**config.mk**
```make
export PLATFORM = sky130hd
export DESIGN_NAME = gpio_sw_led_periph
export DESIGN_NICKNAME = d
export VERILOG_FILES = /design/src/rtl/gpio_pkg.sv /design/src/rtl/sw_debounce.sv /design/src/rtl/gpio_sw_led_periph.sv
export SDC_FILE = /design/constraint.sdc
export NUM_CORES = 1
export LEC_CHECK = 0
export BUFFER_PORTS_ARGS = -buffer_cell sky130_fd_sc_hd__buf_2
export CORE_MARGIN = 5
export CORE_UTILIZATION = 37
export DETAILED_ROUTE_END_ITERATION = 16
export SYNTH_ARGS = -nofsm -noshare
export SYNTH_HDL_FRONTEND = slang
export SYNTH_SLANG_ARGS = --single-unit
export TNS_END_PERCENT = 5
```
**constraint.sdc**
```tcl
create_clock -name clk -period 1.5 [get_ports clk]
set_input_delay 0.3 -clock clk [delete_from_list [all_inputs] [get_ports clk]]
set_output_delay 0.3 -clock clk [all_outputs]
set_load 0.01 [all_outputs]
```
**src/rtl/gpio_pkg.sv**
```systemverilog
// rtl/gpio_pkg.sv - GPIO register map shared with the memory controller decode
package gpio_pkg;

    localparam int GPIO_ADDR_W = 3;

    localparam logic [GPIO_ADDR_W-1:0] GPIO_LEDS     = 3'd0;
    localparam logic [GPIO_ADDR_W-1:0] GPIO_SW       = 3'd1;
    localparam logic [GPIO_ADDR_W-1:0] GPIO_SW_CHG   = 3'd2;
    localparam logic [GPIO_ADDR_W-1:0] GPIO_SW_RAW   = 3'd3;
    localparam logic [GPIO_ADDR_W-1:0] GPIO_IRQ_MASK = 3'd4;

endpackage

```
**src/rtl/sw_debounce.sv**
```systemverilog
// rtl/sw_debounce.sv - one switch bit: 2-FF synchroniser, debounce counter, toggle pulse
module sw_debounce #(
    parameter int DEB_CYCLES = 4
) (
    input  logic clk,
    input  logic rst,
    input  logic i_sw,
    output logic o_raw,
    output logic o_deb,
    output logic o_toggle
);

    localparam int CW = $clog2(DEB_CYCLES + 1);
    localparam logic [CW-1:0] CNT_MAX = CW'(DEB_CYCLES - 1);

    logic          r_sync1;
    logic          r_sync2;
    logic          r_deb;
    logic [CW-1:0] r_cnt;
    logic          w_diff;

    assign w_diff   = r_sync2 ^ r_deb;
    // High on the cycle whose closing edge flips r_deb, so SW_CHG sets on that same edge
    assign o_toggle = w_diff && (r_cnt == CNT_MAX);
    assign o_raw    = r_sync2;
    assign o_deb    = r_deb;

    always_ff @(posedge clk) begin
        if (rst) begin
            r_sync1 <= 1'b0;
            r_sync2 <= 1'b0;
            r_deb   <= 1'b0;
            r_cnt   <= '0;
        end else begin
            r_sync1 <= i_sw;
            r_sync2 <= r_sync1;
            if (!w_diff) begin
                r_cnt <= '0;
            end else if (r_cnt == CNT_MAX) begin
                r_deb <= r_sync2;
                r_cnt <= '0;
            end else begin
                r_cnt <= r_cnt + CW'(1);
            end
        end
    end

endmodule

```
**src/rtl/gpio_sw_led_periph.sv**
```systemverilog
// rtl/gpio_sw_led_periph.sv - LED/switch GPIO peripheral with sticky change status and level IRQ
module gpio_sw_led_periph
    import gpio_pkg::*;
#(
    parameter int N_SW       = 8,
    parameter int N_LED      = 8,
    parameter int DEB_CYCLES = 4
) (
    input  logic                   clk,
    input  logic                   rst,
    input  logic                   gpio_en,
    input  logic                   gpio_we,
    input  logic [GPIO_ADDR_W-1:0] gpio_addr,
    input  logic [31:0]            gpio_wdata,
    output logic [31:0]            gpio_rdata,
    input  logic [N_SW-1:0]        switches,
    output logic [N_LED-1:0]       leds,
    output logic                   sw_irq
);

    logic [N_LED-1:0] r_leds;
    logic [N_SW-1:0]  r_mask;
    logic [N_SW-1:0]  r_chg;
    logic             r_irq;

    logic [N_SW-1:0]  w_raw;
    logic [N_SW-1:0]  w_deb;
    logic [N_SW-1:0]  w_tog;
    logic [N_SW-1:0]  w_clr;
    logic [N_SW-1:0]  w_chg_next;
    logic             w_wr;
    logic [31:0]      w_rdata;
    logic             w_unused_wdata;

    genvar gi;
    generate
        for (gi = 0; gi < N_SW; gi++) begin : g_sw
            sw_debounce #(
                .DEB_CYCLES(DEB_CYCLES)
            ) u_deb (
                .clk     (clk),
                .rst     (rst),
                .i_sw    (switches[gi]),
                .o_raw   (w_raw[gi]),
                .o_deb   (w_deb[gi]),
                .o_toggle(w_tog[gi])
            );
        end
    endgenerate

    assign w_wr           = gpio_en & gpio_we;
    assign w_clr          = (w_wr && gpio_addr == GPIO_SW_CHG) ? gpio_wdata[N_SW-1:0] : '0;
    // OR-ing the toggle after the clear makes a same-cycle event win over W1C
    assign w_chg_next     = (r_chg & ~w_clr) | w_tog;
    assign w_unused_wdata = ^gpio_wdata;

    always_ff @(posedge clk) begin
        if (rst) begin
            r_leds <= '0;
            r_mask <= '0;
            r_chg  <= '0;
            r_irq  <= 1'b0;
        end else begin
            if (w_wr && gpio_addr == GPIO_LEDS) begin
                r_leds <= gpio_wdata[N_LED-1:0];
            end
            if (w_wr && gpio_addr == GPIO_IRQ_MASK) begin
                r_mask <= gpio_wdata[N_SW-1:0];
            end
            r_chg <= w_chg_next;
            r_irq <= |(r_chg & r_mask);
        end
    end

    always_comb begin
        w_rdata = '0;
        if (gpio_en && !gpio_we) begin
            case (gpio_addr)
                GPIO_LEDS:     w_rdata[N_LED-1:0] = r_leds;
                GPIO_SW:       w_rdata[N_SW-1:0]  = w_deb;
                GPIO_SW_CHG:   w_rdata[N_SW-1:0]  = r_chg;
                GPIO_SW_RAW:   w_rdata[N_SW-1:0]  = w_raw;
                GPIO_IRQ_MASK: w_rdata[N_SW-1:0]  = r_mask;
                default:       w_rdata            = '0;
            endcase
        end
    end

    assign gpio_rdata = w_rdata;
    assign leds       = r_leds;
    assign sw_irq     = r_irq;

endmodule

```
==> impl_metrics.env <==
export IMPL_nets=497
export IMPL_cts_reportedPaths_clkPinSlew_ns=0.07
export IMPL_cells_taking_the_most_area_after_synthesis="sky130_fd_sc_hd__dfxtp_1 43%, sky130_fd_sc_hd__ha_1 5.9%, sky130_fd_sc_hd__buf_4 5.5%, sky130_fd_sc_hd__nand3b_1 5.3%, sky130_fd_sc_hd__a21oi_1 4.7%"
export IMPL_violation_count_after_the_first_detailed_routing_iteration=94
export IMPL_syn_avg_cell_area_um2=9.08
export IMPL_cp_start_kind="input pin"
export IMPL_crit_path_end_kind="output pin"
export IMPL_ratio_of_cells_with_drive_above_1_in_the_final_layout_pct=27.1
export IMPL_final_max_slew_violation_count=0
export IMPL_setup_ws_ns=-0.0870
export IMPL_synth_yosys_seq_area_share_pct=43.1
export IMPL_drc=0
export IMPL_antenna_cells_inserted=0
export IMPL_setup_violations=8
export IMPL_netlist_cell_type_count=31
export IMPL_count_of_warnings_emitted_by_yosys=0
export IMPL_finalClockSkew_ns=0.00604
export IMPL_postSynthRegisterBits=73
export IMPL_global_route_usage_total_pct=13.7
export IMPL_cp_required_ns=1.20
export IMPL_switchingPower_mw=0.924
export IMPL_max_cap_violations=0
export IMPL_clk_sinks=73
export IMPL_p_int_mw=3.11
export IMPL_initial_utilization_pct=37.3
export IMPL_p_leak_nw=1.66
export IMPL_portBuffers=39
export IMPL_sw_ratio_pct=22.9
export IMPL_number_of_nets_still_failing_antenna_checks_after_routing=0
export IMPL_largest_net_degree_at_the_start_of_global_routing=27
export IMPL_std_cell_rows=35
export IMPL_max_freq_mhz=630
export IMPL_design_die_area_mm2=0.0112
export IMPL_synth_top_area_cell="sky130_fd_sc_hd__dfxtp_1"
export IMPL_peakVddDrop_mv=0.655
export IMPL_timing_critical_path_fanout_max=5
export IMPL_violations_in_the_final_reports="negative setup slack"
export IMPL_critPathSlowestCell="sky130_fd_sc_hd__or2_4"
export IMPL_detailed_place_hpwl_um=5180
export IMPL_clock_latency_ns=0.35
export IMPL_critPathKind="input pin to output pin"
export IMPL_worstPathArrival_ns=1.29
export IMPL_final_min_clock_period_ns=1.59
export IMPL_grt_overflow_total=0
export IMPL_die_height_um=106
export IMPL_tns_ns=-0.593
export IMPL_synth_cell_area_mm2=0.00339
export IMPL_comb_power_share_pct=8.7
export IMPL_postLayoutCellArea_mm2=0.00416
export IMPL_grt_pass1_vias=2639
export IMPL_grt_first_pass_wirelength_um=12200
export IMPL_area_delta_synth_final_pct=22.4
export IMPL_power_per_cell_area_mw_per_mm2=971
export IMPL_wl_per_cell_um=13.4
export IMPL_hold_path_class="input pin to flop"
export IMPL_antenna_found_initial=0
export IMPL_final_fill_count=885
export IMPL_first_pass_iters=4
export IMPL_status="complete, but fails checks"
export IMPL_min_period_over_period_pct=106
export IMPL_multi_input_comb_area_mm2=0.00170
export IMPL_place_inst=524
export IMPL_area_sequential_mm2=0.00149
export IMPL_final_routed_wirelength_across_all_metal_layers_um=7350
export IMPL_syn_instance_count=374
export IMPL_gpl_final_weighted_congestion=0.776
export IMPL_fraction_of_power_consumed_by_sequential_logic_pct=49.2
export IMPL_core_mm2=0.00911
export IMPL_via_per_inst=4.89
export IMPL_cts_tree="built"
export IMPL_yosys_area_top_type_share_pct=43.1
export IMPL_top_level_ports=88
export IMPL_grt_setup_unrepaired="true"
export IMPL_root_buffer="sky130_fd_sc_hd__clkbuf_8"
export IMPL_max_clock_path_buffers=2
export IMPL_cts_made_buffers=9
export IMPL_routed_vias=2692
export IMPL_cp_slowest_stage_delay_ns=0.24
export IMPL_timing_critical_path_cells="buf_8 -> or2_4 -> a21oi_4 -> buf_12 -> o31a_1 -> buf_2"
export IMPL_overall_die_width_um=106
export IMPL_layout_cells_non_filler=550
export IMPL_detailed_place_area_mm2=0.00373
export IMPL_power_clock_fraction_pct=42.1
export IMPL_deepest_level_of_the_cts_h_tree=3
export IMPL_timing_final_hold_violations=0
==> what timing repair did <==
item,in CTS,in global routing
setup buffers,8,0
hold buffers,0,0
setup endpoints to repair,8,8
pin swaps,8,1
resized for setup,33,8
gates cloned,2,0
==> metal layers <==
metal,track usage [%],part of all wire [%],routed length [µm]
met4,6.38,2.1,157
met1,15.8,43,3170
met5,0,0,0
met2,24.1,50,3700
met3,2.88,4.3,318
==> registers in the layout (all words and copies together), names as in the netlist <==
| signal | count |
|---|---|
| g_sw.u_deb.r_cnt | 24 |
| g_sw.u_deb.o_deb | 8 |
| g_sw.u_deb.o_raw | 8 |
| g_sw.u_deb.r_sync1 | 8 |
| leds | 8 |
| r_chg | 8 |
| r_mask | 8 |
| sw_irq | 1 |
==> power by group through the flow <==
stage	Clock (mW)	Combinational, mW	Sequential (mW)
3_3_place_gp	0	0.299	2.03
2_1_floorplan	0	0.226	2.03
3_5_place_dp	0	0.301	2.03
6_report	1.70	0.350	1.99
4_1_cts	1.73	0.347	1.99
5_1_grt	1.82	0.381	1.99
==> critical path: cells and delay by family <==
| family | cells | cell delay, ns |
|---|---|---|
| AOI/OAI and AO/OA | 2 | 0.33 |
| buffers and inverters | 3 | 0.41 |
| and+or+nand+nor | 1 | 0.24 |
==> cells by family (layout without fill, tap and decap cells) <==
kind of cell / count (synthesis) / count (layout) / share of synthesized area [%]
fa+ha+maj: 16 / 16 / 5.90
flops: 73 / 73 / 43.1
mux: 16 / 16 / 4.72
other cells: 1 / 24 / 0.110
compound gates: 70 / 70 / 11.9
buf+inv: 62 / 104 / 10.4
simple gates: 128 / 128 / 21.9
xor+xnor: 8 / 8 / 2.06
==> worst paths after layout <==
kind / from / depth (start not counted) / endpoint / slack [ns]
hold reg to reg: g_sw[0].u_deb.r_cnt[0] / 1 / g_sw[0].u_deb.r_cnt[0] / 0.42
setup / recovery: gpio_addr[0] / 6 / gpio_rdata[2] / -0.09
setup reg to reg: g_sw[7].u_deb.r_cnt[0] / 4 / g_sw[7].u_deb.r_cnt[2] / 0.17
hold / removal: switches[3] / 2 / g_sw[3].u_deb.r_sync1 / 0.16
==> cells in the final DEF, fill, tap and decap left out, drive strengths merged <==
| cell | n |
|---|---|
| buf | 71 |
| xnor2 | 8 |
| conb | 24 |
| nand3b | 25 |
| a22oi | 4 |
| nand2b | 10 |
| and3 | 7 |
| a21oi | 33 |
| or2 | 1 |
| a41oi | 1 |
| ha | 16 |
| nor3 | 1 |
| nand4bb | 1 |
| o21ai | 24 |
| clkinvlp | 1 |
| mux2i | 16 |
| clkinv | 3 |
| and3b | 1 |
| or3 | 8 |
| nor2 | 40 |
| clkbuf | 11 |
| o31a | 8 |
| and4 | 1 |
| dfxtp | 73 |
| nor2b | 16 |
| and4bb | 1 |
| nand3 | 16 |
| inv | 16 |
| bufinv | 2 |
==> synthesized netlist by cell type (all sizes together) <==
master   number
nand2b       10
nor2b        16
a22oi         4
nand4bb       1
nand3b       25
inv          17
conb          1
o31a          8
mux2i        16
ha           16
and4bb        1
or3           8
buf          35
a41oi         1
and3b         1
nor2         40
o21ai        24
a21oi        33
or2           1
dfxtp        73
xnor2         8
nand3        16
clkbuf       10
and3          7
and4          1
nor3          1
==> metrics by stage <==
step	hold slack [ns]	total power [mW]	worst slack [ns]	util, %
floorplan	0.399	2.25	0.0364	-
global placement	0.407	2.33	-0.137	40.9
detailed placement	0.411	2.33	-0.139	40.9
CTS	0.144	4.06	-0.114	45.5
global route	0.151	4.19	-0.155	45.6
finish	0.161	4.03	-0.0870	45.6
==> final cells by class <==
| class | instances | area share (%) |
|---|---|---|
| clock buffer | 11 | 3.40 |
| sequential | 73 | 35.9 |
| timing repair buffer | 71 | 12.9 |
| clock inverter | 5 | 1.90 |
| multi-input combinational | 262 | 40.9 |
| inverter | 17 | 1.63 |
| tap | 111 | 3.34 |
No activity file was read; power rests on OpenSTA's default activity.
